==> src/rtl/alu_pkg.sv <==
// -----------------------------------------------------------------------------
// alu_pkg
// Shared types and constants for the execute-stage ALU decoder and its
// multi-cycle multiply/divide sequencer.
//   alucontrol_t : 4-bit ALU control codes driven to the datapath
//   F_*          : R-type funct field encodings
//   AOP_*        : main-decoder aluop classes
//   md_state_t   : MULT/DIV sequencer states
// -----------------------------------------------------------------------------
package alu_pkg;

    typedef enum logic [3:0] {
        ALU_AND     = 4'b0000,
        ALU_OR      = 4'b0001,
        ALU_ADD     = 4'b0010,
        ALU_SLL     = 4'b0011,
        ALU_SRL     = 4'b0100,
        ALU_NOT     = 4'b0101,
        ALU_SUB     = 4'b0110,
        ALU_MULT    = 4'b0111,
        ALU_DIV     = 4'b1000,
        ALU_INVALID = 4'b1111
    } alucontrol_t;

    localparam logic [5:0] F_ADD  = 6'b100000;
    localparam logic [5:0] F_SUB  = 6'b100010;
    localparam logic [5:0] F_AND  = 6'b100100;
    localparam logic [5:0] F_OR   = 6'b100101;
    localparam logic [5:0] F_SLL  = 6'b010010;
    localparam logic [5:0] F_SRL  = 6'b010000;
    localparam logic [5:0] F_NOT  = 6'b100111;
    localparam logic [5:0] F_MULT = 6'b011000;
    localparam logic [5:0] F_DIV  = 6'b101010;

    localparam logic [1:0] AOP_ADD   = 2'b00;
    localparam logic [1:0] AOP_SUB   = 2'b01;
    localparam logic [1:0] AOP_RTYPE = 2'b10;
    localparam logic [1:0] AOP_RSVD  = 2'b11;

    typedef enum logic [1:0] {
        MD_IDLE,
        MD_BUSY,
        MD_DONE
    } md_state_t;

endpackage

==> src/rtl/muldiv_iter.sv <==
// -----------------------------------------------------------------------------
// muldiv_iter
// Iterative unsigned multiply (shift-add) / divide (restoring) engine.
// One iteration per cycle while step is high; WIDTH iterations complete an op.
//   clk, reset_n      : clock, asynchronous active-low reset
//   load              : capture operands and op (overrides step)
//   load_div          : 1 = divide, 0 = multiply (sampled with load)
//   load_a, load_b    : multiplicand/dividend, multiplier/divisor
//   step              : perform one iteration this cycle
//   nxt_hi, nxt_lo    : result of the current iteration (product halves, or
//                       remainder/quotient after the final iteration)
// -----------------------------------------------------------------------------
module muldiv_iter #(
    parameter int unsigned WIDTH = 32
) (
    input  logic             clk,
    input  logic             reset_n,
    input  logic             load,
    input  logic             load_div,
    input  logic [WIDTH-1:0] load_a,
    input  logic [WIDTH-1:0] load_b,
    input  logic             step,
    output logic [WIDTH-1:0] nxt_hi,
    output logic [WIDTH-1:0] nxt_lo
);

    // acc_hi: partial product upper half / partial remainder
    // acc_lo: multiplier being shifted out / dividend shifting into quotient
    // opnd  : multiplicand / divisor
    logic [WIDTH-1:0] acc_hi_q, acc_hi_d;
    logic [WIDTH-1:0] acc_lo_q, acc_lo_d;
    logic [WIDTH-1:0] opnd_q,   opnd_d;
    logic             div_q,    div_d;

    logic [WIDTH:0]   mul_sum;
    logic [WIDTH:0]   div_shift;
    logic [WIDTH-1:0] mul_hi, mul_lo, div_hi, div_lo;

    always_comb begin
        // Multiply: add multiplicand when LSB of multiplier is set, then shift
        // the whole {carry, acc_hi, acc_lo} right by one.
        mul_sum = {1'b0, acc_hi_q} + (acc_lo_q[0] ? {1'b0, opnd_q} : '0);
        mul_hi  = mul_sum[WIDTH:1];
        mul_lo  = {mul_sum[0], acc_lo_q[WIDTH-1:1]};

        // Divide: shift the next dividend bit into the remainder and subtract
        // the divisor if it fits. The remainder after subtraction is always
        // below the divisor, so only the low WIDTH bits of the difference matter.
        div_shift = {acc_hi_q, acc_lo_q[WIDTH-1]};
        if (div_shift >= {1'b0, opnd_q}) begin
            div_hi = div_shift[WIDTH-1:0] - opnd_q;
            div_lo = {acc_lo_q[WIDTH-2:0], 1'b1};
        end else begin
            div_hi = div_shift[WIDTH-1:0];
            div_lo = {acc_lo_q[WIDTH-2:0], 1'b0};
        end

        nxt_hi = div_q ? div_hi : mul_hi;
        nxt_lo = div_q ? div_lo : mul_lo;
    end

    always_comb begin
        acc_hi_d = acc_hi_q;
        acc_lo_d = acc_lo_q;
        opnd_d   = opnd_q;
        div_d    = div_q;
        if (load) begin
            acc_hi_d = '0;
            acc_lo_d = load_div ? load_a : load_b;
            opnd_d   = load_div ? load_b : load_a;
            div_d    = load_div;
        end else if (step) begin
            acc_hi_d = nxt_hi;
            acc_lo_d = nxt_lo;
        end
    end

    always_ff @(posedge clk or negedge reset_n) begin
        if (!reset_n) begin
            acc_hi_q <= '0;
            acc_lo_q <= '0;
            opnd_q   <= '0;
            div_q    <= 1'b0;
        end else begin
            acc_hi_q <= acc_hi_d;
            acc_lo_q <= acc_lo_d;
            opnd_q   <= opnd_d;
            div_q    <= div_d;
        end
    end

endmodule

==> src/rtl/alu_seqdec.sv <==
// -----------------------------------------------------------------------------
// alu_seqdec
// Execute-stage ALU control decoder with a multi-cycle MULT/DIV sequencer that
// owns the HI/LO result registers and stalls the pipeline while busy.
//   clk, reset_n : clock, asynchronous active-low reset
//   valid, flush : live instruction in execute / abort in-flight MULT/DIV
//   aluop, funct : decode inputs
//   srca, srcb   : multiplicand/dividend, multiplier/divisor
//   alucontrol   : decoded control word (combinational)
//   illegal      : reserved aluop or unknown R-type funct
//   stall        : freeze pipeline (accept cycle and every BUSY cycle)
//   done         : one-cycle pulse in the cycle HI/LO hold a new result
//   hi, lo       : product upper/lower half, or remainder/quotient
// -----------------------------------------------------------------------------
module alu_seqdec
    import alu_pkg::*;
#(
    parameter int unsigned WIDTH = 32
) (
    input  logic             clk,
    input  logic             reset_n,
    input  logic             valid,
    input  logic             flush,
    input  logic [1:0]       aluop,
    input  logic [5:0]       funct,
    input  logic [WIDTH-1:0] srca,
    input  logic [WIDTH-1:0] srcb,
    output logic [3:0]       alucontrol,
    output logic             illegal,
    output logic             stall,
    output logic             done,
    output logic [WIDTH-1:0] hi,
    output logic [WIDTH-1:0] lo
);

    localparam int unsigned CW = $clog2(WIDTH + 1);

    alucontrol_t      ctl;
    md_state_t        state_q, state_d;
    logic [CW-1:0]    cnt_q, cnt_d;
    logic [WIDTH-1:0] hi_q, hi_d;
    logic [WIDTH-1:0] lo_q, lo_d;

    logic             is_md, accept, div_by_zero;
    logic             eng_load, eng_step;
    logic [WIDTH-1:0] eng_hi, eng_lo;

    // ---------------- decode ----------------
    always_comb begin
        ctl     = ALU_INVALID;
        illegal = 1'b0;
        case (aluop)
            AOP_ADD:   ctl = ALU_ADD;
            AOP_SUB:   ctl = ALU_SUB;
            AOP_RTYPE: begin
                case (funct)
                    F_ADD:   ctl = ALU_ADD;
                    F_SUB:   ctl = ALU_SUB;
                    F_AND:   ctl = ALU_AND;
                    F_OR:    ctl = ALU_OR;
                    F_SLL:   ctl = ALU_SLL;
                    F_SRL:   ctl = ALU_SRL;
                    F_NOT:   ctl = ALU_NOT;
                    F_MULT:  ctl = ALU_MULT;
                    F_DIV:   ctl = ALU_DIV;
                    default: begin
                        ctl     = ALU_INVALID;
                        illegal = 1'b1;
                    end
                endcase
            end
            default: begin
                ctl     = ALU_INVALID;
                illegal = 1'b1;
            end
        endcase
        alucontrol = ctl;
    end

    // Accept is gated by reset_n so stall stays low while reset is held.
    always_comb begin
        is_md       = (ctl == ALU_MULT) || (ctl == ALU_DIV);
        accept      = reset_n && (state_q == MD_IDLE) && valid && !flush && is_md;
        div_by_zero = (ctl == ALU_DIV) && (srcb == '0);
    end

    // ---------------- engine ----------------
    muldiv_iter #(
        .WIDTH (WIDTH)
    ) u_engine (
        .clk      (clk),
        .reset_n  (reset_n),
        .load     (eng_load),
        .load_div (ctl == ALU_DIV),
        .load_a   (srca),
        .load_b   (srcb),
        .step     (eng_step),
        .nxt_hi   (eng_hi),
        .nxt_lo   (eng_lo)
    );

    // ---------------- state register ----------------
    always_ff @(posedge clk or negedge reset_n) begin
        if (!reset_n) begin
            state_q <= MD_IDLE;
            cnt_q   <= '0;
            hi_q    <= '0;
            lo_q    <= '0;
        end else begin
            state_q <= state_d;
            cnt_q   <= cnt_d;
            hi_q    <= hi_d;
            lo_q    <= lo_d;
        end
    end

    // ---------------- next state ----------------
    always_comb begin
        state_d  = state_q;
        cnt_d    = cnt_q;
        hi_d     = hi_q;
        lo_d     = lo_q;
        eng_load = 1'b0;
        eng_step = 1'b0;
        case (state_q)
            MD_IDLE: begin
                if (accept) begin
                    if (div_by_zero) begin
                        state_d = MD_DONE;
                        cnt_d   = '0;
                        hi_d    = srca;
                        lo_d    = '1;
                    end else begin
                        state_d  = MD_BUSY;
                        cnt_d    = CW'(WIDTH);
                        eng_load = 1'b1;
                    end
                end
            end
            MD_BUSY: begin
                eng_step = 1'b1;
                cnt_d    = cnt_q - CW'(1);
                // Final iteration: capture the engine's step result directly.
                if (cnt_q == CW'(1)) begin
                    hi_d    = eng_hi;
                    lo_d    = eng_lo;
                    state_d = MD_DONE;
                end
            end
            MD_DONE: state_d = MD_IDLE;
            default: state_d = MD_IDLE;
        endcase
        if (flush) begin
            state_d = MD_IDLE;
            cnt_d   = '0;
            hi_d    = hi_q;
            lo_d    = lo_q;
        end
    end

    // ---------------- outputs ----------------
    always_comb begin
        stall = accept || (state_q == MD_BUSY);
        done  = (state_q == MD_DONE);
        hi    = hi_q;
        lo    = lo_q;
    end

endmodule

==> config.mk <==
export PLATFORM = sky130hd
export DESIGN_NAME = alu_seqdec
export DESIGN_NICKNAME = d
export VERILOG_FILES = /design/src/rtl/alu_pkg.sv /design/src/rtl/muldiv_iter.sv /design/src/rtl/alu_seqdec.sv
export SDC_FILE = /design/constraint.sdc
export NUM_CORES = 1
export LEC_CHECK = 0
export BUFFER_PORTS_ARGS = -buffer_cell sky130_fd_sc_hd__buf_2
export CAP_MARGIN = 30
export CORE_ASPECT_RATIO = 0.8
export CORE_MARGIN = 2
export CORE_UTILIZATION = 35
export CTS_CLUSTER_SIZE = 25
export DETAILED_ROUTE_END_ITERATION = 8
export GPL_ROUTABILITY_DRIVEN = 0
export PLACE_DENSITY = 0.6
export SYNTH_ARGS = -nofsm -noshare
export SYNTH_HDL_FRONTEND = slang
export SYNTH_HIERARCHICAL = 1
export SYNTH_SLANG_ARGS = --single-unit
==> constraint.sdc <==
create_clock -name clk -period 4.45 [get_ports clk]
set_clock_uncertainty 0.05 [all_clocks]
set_input_delay 0.445 -clock clk [delete_from_list [all_inputs] [get_ports clk]]
set_output_delay 0.445 -clock clk [all_outputs]
set_load 0.05 [all_outputs]
==> impl_metrics.yaml, run 1 <==
outcome:
  status: "completed"
clocking:
  cts.sinks: 169
  root_buffer: "clkbuf_16"
  cts_tree: "done"
  hold_buffers: 0
  cts_htree_levels: 4
  cts_buffers: 17
  cts_buffer_depth: 2
  clkLatencyLatePin_ps: 460
  ctsResizeCount: 0
  clk_pin_slew_ps: 70
  post_cts_buffers: 0
logic_synthesis:
  synthFlopType: "dfrtp_1"
  yosys_warnings: 6
  synth_nets: 1652
  synth_seq_cells: 169
  synth-seq-area-share_pct: 32.2
  synth.distinct_cells: 73
  synthCells: 1508
  async_flop_share_pct: 100
  syn_avg_cell_area_sq_um: 8.72
  syn_area_sq_um: 13200
  synth_edf_count: 0
worst_setup_path:
  worstPathRequired_ps: 4750
  start_kind: "register"
  path_delay_family: "compound AO/OA/AOI/OAI gates"
  cpMaxStageDelayCell: "dfrtp_1"
  end_kind: "register"
  worstPathMaxFanout: 15
  crit_type: "reg -> reg"
  cp_data_arrival_time_ps: 4300
  crit_chain: "and2_1, ha_1, fa_1, a21oi_1, o21ai_1, a31oi_1, buf_4, o211ai_1, a21oi_1, a21boi_0, a221oi_1, or2_2, nand2_1, nand2_1, nand2_1, mux2_4"
  crit_path_frequent_cell: "nand2_1"
  critPathBufInv: 1
  critPathMaxStageDelay_ps: 540
final_layout:
  seq_area_sq_um: 4230
  multiInputGateArea_sq_um: 8280
  nets: 1752
  nFillCells: 3711
  antenna_cells: 0
  area_growth_pct: 13.5
  drive_gt1_share_pct: 20.0
floorplan:
  chipHeight_um: 177
  ios: 147
  start_util_pct: 35.5
  fp.dieW_um: 221
  fp-row-count: 63
  dieArea_sq_um: 39200
  core_area_sq_um: 37000
power_and_ir_drop:
  p_leak_nw: 6.75
  ir_drop_mv: 0.223
  p_per_area_nw_per_um2: 457
route:
  firstDrtPassIters: 6
  wire_per_inst_um: 19.8
  vias: 12000
  wl_mm: 41.8
  drt_iter0_drc: 1197
  drt-vias-per-instance: 5.68
  drc: 0
  ant_nets: 0
grt:
  antenna_found_initial: 2
  grt_util_all_layers_pct: 21.6
  grt_pass1_vias: 11300
  grt_pass1_wl_mm: 65.6
  grt_overflow_total: 0
  grt_max_degree: 95
sta:
  fin_crit_ps: 4000
  max_freq_mhz: 250
  whs_ps: 73.3
  final_hold_viol_count: 0
  worstMarginPinSlew_ps: 923
  slew_headroom_pct: 38.5
  final.setup.tns_ps: 0
  slew_viol_final: 0
  setup_violations: 0
  rsz0062_at_grt: "no"
  fin_crit_sh_pct: 89.9
min_path:
  hp-class: "in -> async"
placed_design:
  port_buffers: 146
  hpwlAfterDp_mm: 31.3
run:
  drv_cap: 0
[layer usage]
metal | wire length [um] | GRT usage, % | vias up
met3 | 3330 | 4.42 | 51
met2 | 17700 | 31.3 | 471
met1 | 20100 | 32.6 | 5816
li1 | - | - | 5621
met5 | 14 | 0 | -
met4 | 581 | 4.61 | 4
[worst register-to-register path, delay by kind of cell (launching register included)]
family / cells / cell delay, ps
mux: 1 / 250
flops: 1 / 540
buf+inv: 1 / 160
compound gates: 7 / 1720
fa+ha+maj: 2 / 630
simple gates: 5 / 540
[power breakdown]
group | leakage [nW] | internal (mW) | switching [mW] | total, mW
sequential | 2.05 | 1.71 | 0.215 | 1.92
combinational | 4.41 | 1.30 | 2.01 | 3.31
clock | 0.293 | 0.851 | 0.737 | 1.59
[final timing paths]
check	from	endpoint	slack, ps	depth (start not counted)
max in group asynchronous	reset_n	u_engine/div_q	2890	3
worst max-delay path	u_engine/acc_lo_q[0]	hi[31]	450	16
worst max register to register	u_engine/acc_lo_q[0]	hi[31]	450	16
worst min register to register	lo[14]	lo[14]	440	1
min in group clk	flush	cnt_q[5]	220	2
worst min-delay path	reset_n	u_engine/opnd_q[29]	70	2
[synth_stat cells (4+ instances only)]
library cell	number	area share (%)
nand2_1	197	5.6
o211ai_1	9	0.51
mux2i_1	92	7.0
buf_2	11	0.42
o31ai_1	4	0.23
or3_1	7	0.33
o21ai_1	12	0.46
a31oi_1	15	0.71
nand4_1	13	0.62
mux2_2	80	6.8
buf_1	8	0.23
a311oi_1	8	0.53
and2_1	39	1.9
a21boi_0	5	0.29
ha_1	66	6.3
xnor2_1	32	2.1
nor2_1	115	3.3
nor4_1	13	0.62
nand3_1	25	0.95
a21oi_1	115	4.4
xor2_1	22	1.5
o21ai_0	75	2.9
a32oi_1	4	0.27
and3_1	18	0.86
buf_6	7	0.60
inv_1	63	1.8
a211oi_1	12	0.69
a21o_1	39	2.2
o21a_1	10	0.57
mux2_4	20	2.3
or2_2	7	0.33
o22a_1	33	2.2
clkbuf_1	62	1.8
nor2b_1	10	0.48
dfrtp_1	169	32
o211a_1	5	0.38
and4_1	4	0.27
nor3_1	17	0.65
nand2b_1	4	0.19
o21bai_1	13	0.74
[cell families (layout without fill, tap and decap cells)]
logic type	count (synthesis)	in the layout	share of synthesized area, %
simple gates	478	478	16.7
mux	193	193	16.3
compound gates	393	393	19.7
buf+inv	153	266	4.90
xor+xnor	54	54	3.60
fa+ha+maj	68	68	6.58
flops	169	169	32.2
[state kept, by name, indices dropped and copies added (netlist names)]
signal	count
hi	32
lo	32
u_engine/acc_hi_q	32
u_engine/acc_lo_q	32
u_engine/opnd_q	32
cnt_q	6
state_q	2
u_engine/div_q	1
[cell usage in the layout (no fill, tap or decap), drive strengths merged, types with 5 or more instances in the layout]
master / netlist / layout
nor2b: 10 / 10
nor2: 115 / 115
a311oi: 8 / 8
or3: 7 / 7
a21o: 39 / 39
buf: 27 / 170
nand3: 25 / 25
and2: 39 / 39
inv: 63 / 70
a21oi: 115 / 115
a21boi: 5 / 5
nor4: 14 / 14
o21a: 10 / 10
mux2i: 93 / 93
o22a: 33 / 33
xor2: 22 / 22
o211ai: 9 / 9
a211oi: 14 / 14
dfrtp: 169 / 169
xnor2: 32 / 32
and3: 18 / 18
o211a: 5 / 5
a31oi: 15 / 15
ha: 66 / 66
clkbuf: 62 / 17
nor3: 17 / 17
mux2: 100 / 100
o21ai: 87 / 87
nand4: 14 / 14
clkinv: 1 / 5
nand2: 197 / 197
o21bai: 13 / 13
or2: 7 / 7
[per-stage QoR]
| step | worst slack (ps) | cells | cell area, sq um | util, % | power, mW |
|---|---|---|---|---|---|
| after global routing | 347 | 2108 | 14900 | 40.3 | 7.24 |
| after detailed placement | 583 | 2076 | 14300 | 38.6 | 5.18 |
| after CTS | 564 | 2108 | 14900 | 40.3 | 6.79 |
| final | 448 | 2108 | 14900 | 40.3 | 6.82 |
| after global placement | 608 | 2076 | 14300 | 38.6 | 5.16 |
| after floorplan | 1130 | 1508 | 13200 | - | 4.29 |
[layout make-up]
type                       instances  share of cell area [%]
clock buffer                      17                    2.85
timing repair buffer             170                    6.40
multi-input combinational       1186                    55.5
sequential                       169                    28.3
inverter                          64                    1.63
clock inverter                    15                    1.22
tap                              487                    4.08
(Power assumes the default switching activity.)
==> run 2: changes to the inputs <==
Settings changed: SLEW_MARGIN set to 15, SYNTH_HIERARCHICAL 1 to unset.
==> impl_metrics.yaml, run 2 <==
outcome:
  status: "completed"
clocking:
  clk_pin_slew_ps: 70
  cts_htree_levels: 4
  ctsResizeCount: 0
  cts.sinks: 169
  cts_buffer_depth: 2
  cts_tree: "done"
  post_cts_buffers: 0
  root_buffer: "clkbuf_16"
  clkLatencyLatePin_ps: 450
  cts_buffers: 17
sta:
  fin_crit_ps: 3790
  final_hold_viol_count: 0
  rsz0062_at_grt: "no"
  whs_ps: 199
  setup_violations: 0
  fin_crit_sh_pct: 85.2
  slew_headroom_pct: 34.8
  worst_slack_ps: 658
  worstMarginPinSlew_ps: 969
  max_freq_mhz: 264
  final.setup.tns_ps: 0
  slew_viol_final: 0
logic_synthesis:
  syn_avg_cell_area_sq_um: 8.54
  synthCells: 1466
  yosysTopAreaCell: "dfrtp_1"
  ys_top_cells_by_count: "dfrtp_1, nand2_1, nor2_1, mux2i_1, o21ai_0"
  yosys.area.top_type_share_pct: 33.8
  synth.distinct_cells: 85
  synth_edf_count: 0
  synth_nets: 1610
  syn_area_sq_um: 12500
  synth_area_leaders: "dfrtp_1, mux2i_1, ha_1, nand2_1, nor2_1"
  synth-seq-area-share_pct: 33.8
  synth_most_common_cell: "dfrtp_1"
  synth_seq_cells: 169
  yosys_warnings: 0
  synthFlopType: "dfrtp_1"
  async_flop_share_pct: 100
worst_setup_path:
  worstPathRequired_ps: 4770
  r2r-start: "u_engine.acc_lo_q[0]"
  r2r_cells: 12
  r2r-end: "hi[27]"
  crit_type: "reg -> reg"
  crit_start: "u_engine.acc_lo_q[0]"
  start_kind: "register"
  end_kind: "register"
  crit_end: "hi[27]"
  cp_data_arrival_time_ps: 4110
  worstPathMaxFanout: 17
  r2r_slack_ps: 660
final_layout:
  nets: 1707
  area_growth_pct: 14.4
  drive_gt1_share_pct: 16.1
  design_area_sq_um: 14300
  finish.utilization_pct: 40.9
  final_cell_mix: "dfrtp_1, nand2_1, buf_2"
  layout_commonest_cell: "dfrtp_1"
  seq_area_sq_um: 4230
  multiInputGateArea_sq_um: 7730
  finalNonFillerCells: 2049
  nFillCells: 3575
floorplan:
  ios: 147
  dieArea_sq_um: 37300
  fp-row-count: 61
  fp.dieW_um: 215
  chipHeight_um: 173
  core_area_sq_um: 35000
  start_util_pct: 35.8
grt:
  antenna_found_initial: 1
  grt_overflow_total: 0
  grt_pass1_vias: 11300
  grt_util_all_layers_pct: 21.6
  grt_max_degree: 68
  grt_pass1_wl_mm: 64.2
placed_design:
  place_ws_ps: 636
  port_buffers: 146
  dp.cells: 2014
  hpwlAfterDp_mm: 30.9
  placed_area_sq_um: 13700
power_and_ir_drop:
  ir_drop_mv: 0.203
  p_leak_nw: 6.85
  total_power_mw: 4.46
  p_per_area_nw_per_um2: 312
route:
  firstDrtPassIters: 5
  drc: 0
  wire_per_inst_um: 20.0
  wl_mm: 41.0
  ant_nets: 0
  drt_iter0_drc: 1016
  drt-vias-per-instance: 5.74
  vias: 11800
min_path:
  hp-class: "in -> reg"
run:
  drv_cap: 0
==> run 2: changes by cell type after synthesis, moves of 31 or more <==
cell     delta
nand2_1    -42
o22a_1     -31
a21oi_1    -43
o22ai_1    +35
a31oi_1    +46
mux2_2     -74
==> run 2: power breakdown <==
part / internal, mW / leakage [nW] / total [mW] / switching [mW]
combinational: 0.447 / 4.37 / 1.17 / 0.727
sequential: 1.64 / 2.19 / 1.76 / 0.125
clock: 0.885 / 0.289 / 1.53 / 0.643
total: 2.97 / 6.85 / 4.46 / 1.50
==> run 2: critical path, stage by stage (launching register included) <==
cell and delay, ps:
dfrtp_1 600, and2_1 250, ha_1 230, fa_1 440, a211o_1 300, a211o_1 280
nand2_1 140, o32a_1 340, a22oi_2 120, a221oi_2 370, mux2i_1 240, o2111ai_1 160
a31oi_1 190
==> run 2: how the worst min path moves through the flow <==
stage / startpoint / end / slack, ps / depth (start not counted)
2_1_floorplan: reset_n / cnt_q[0] / 100 / 0
3_3_place_gp: reset_n / cnt_q[4] / 340 / 1
3_5_place_dp: reset_n / cnt_q[4] / 340 / 1
4_1_cts: flush / cnt_q[1] / 170 / 2
5_1_grt: flush / cnt_q[1] / 190 / 2
6_report: flush / cnt_q[1] / 200 / 2
==> run 2: area by class of cell <==
| class | count | share of cell area, % |
|---|---|---|
| Timing Repair Buffer | 171 | 6.74 |
| Sequential cell | 169 | 29.6 |
| Inverter | 49 | 1.30 |
| Multi-Input combinational cell | 1155 | 54.0 |
| Tap cell | 472 | 4.13 |
| Antenna cell | 1 | 0.0175 |
| Clock inverter | 10 | 0.804 |
| Clock buffer | 22 | 3.38 |
==> run 2: logic make-up after synthesis <==
logic type / Yosys count / share of synthesized area [%]
simple gates: 463 / 17.4
flops: 169 / 33.8
compound gates: 455 / 24.1
buf+inv: 142 / 4.70
xor+xnor: 53 / 3.71
fa+ha+maj: 68 / 6.92
mux: 116 / 9.37
==> run 2: per-layer routing <==
layer | GRT usage (%) | up-vias | wire (um)
met5 | 0 | - | 0
met3 | 4.80 | 67 | 3120
met2 | 32.3 | 468 | 17800
met4 | 6.84 | 0 | 1150
met1 | 31.0 | 5665 | 18900
li1 | - | 5554 | -
==> run 2: timing repair <==
| action | 4_1_cts | 5_1_grt |
|---|---|---|
| endpoints found under the hold margin | 38 | 0 |
| setup endpoints to repair | 0 | 0 |
| hold buffers | 1 | 0 |
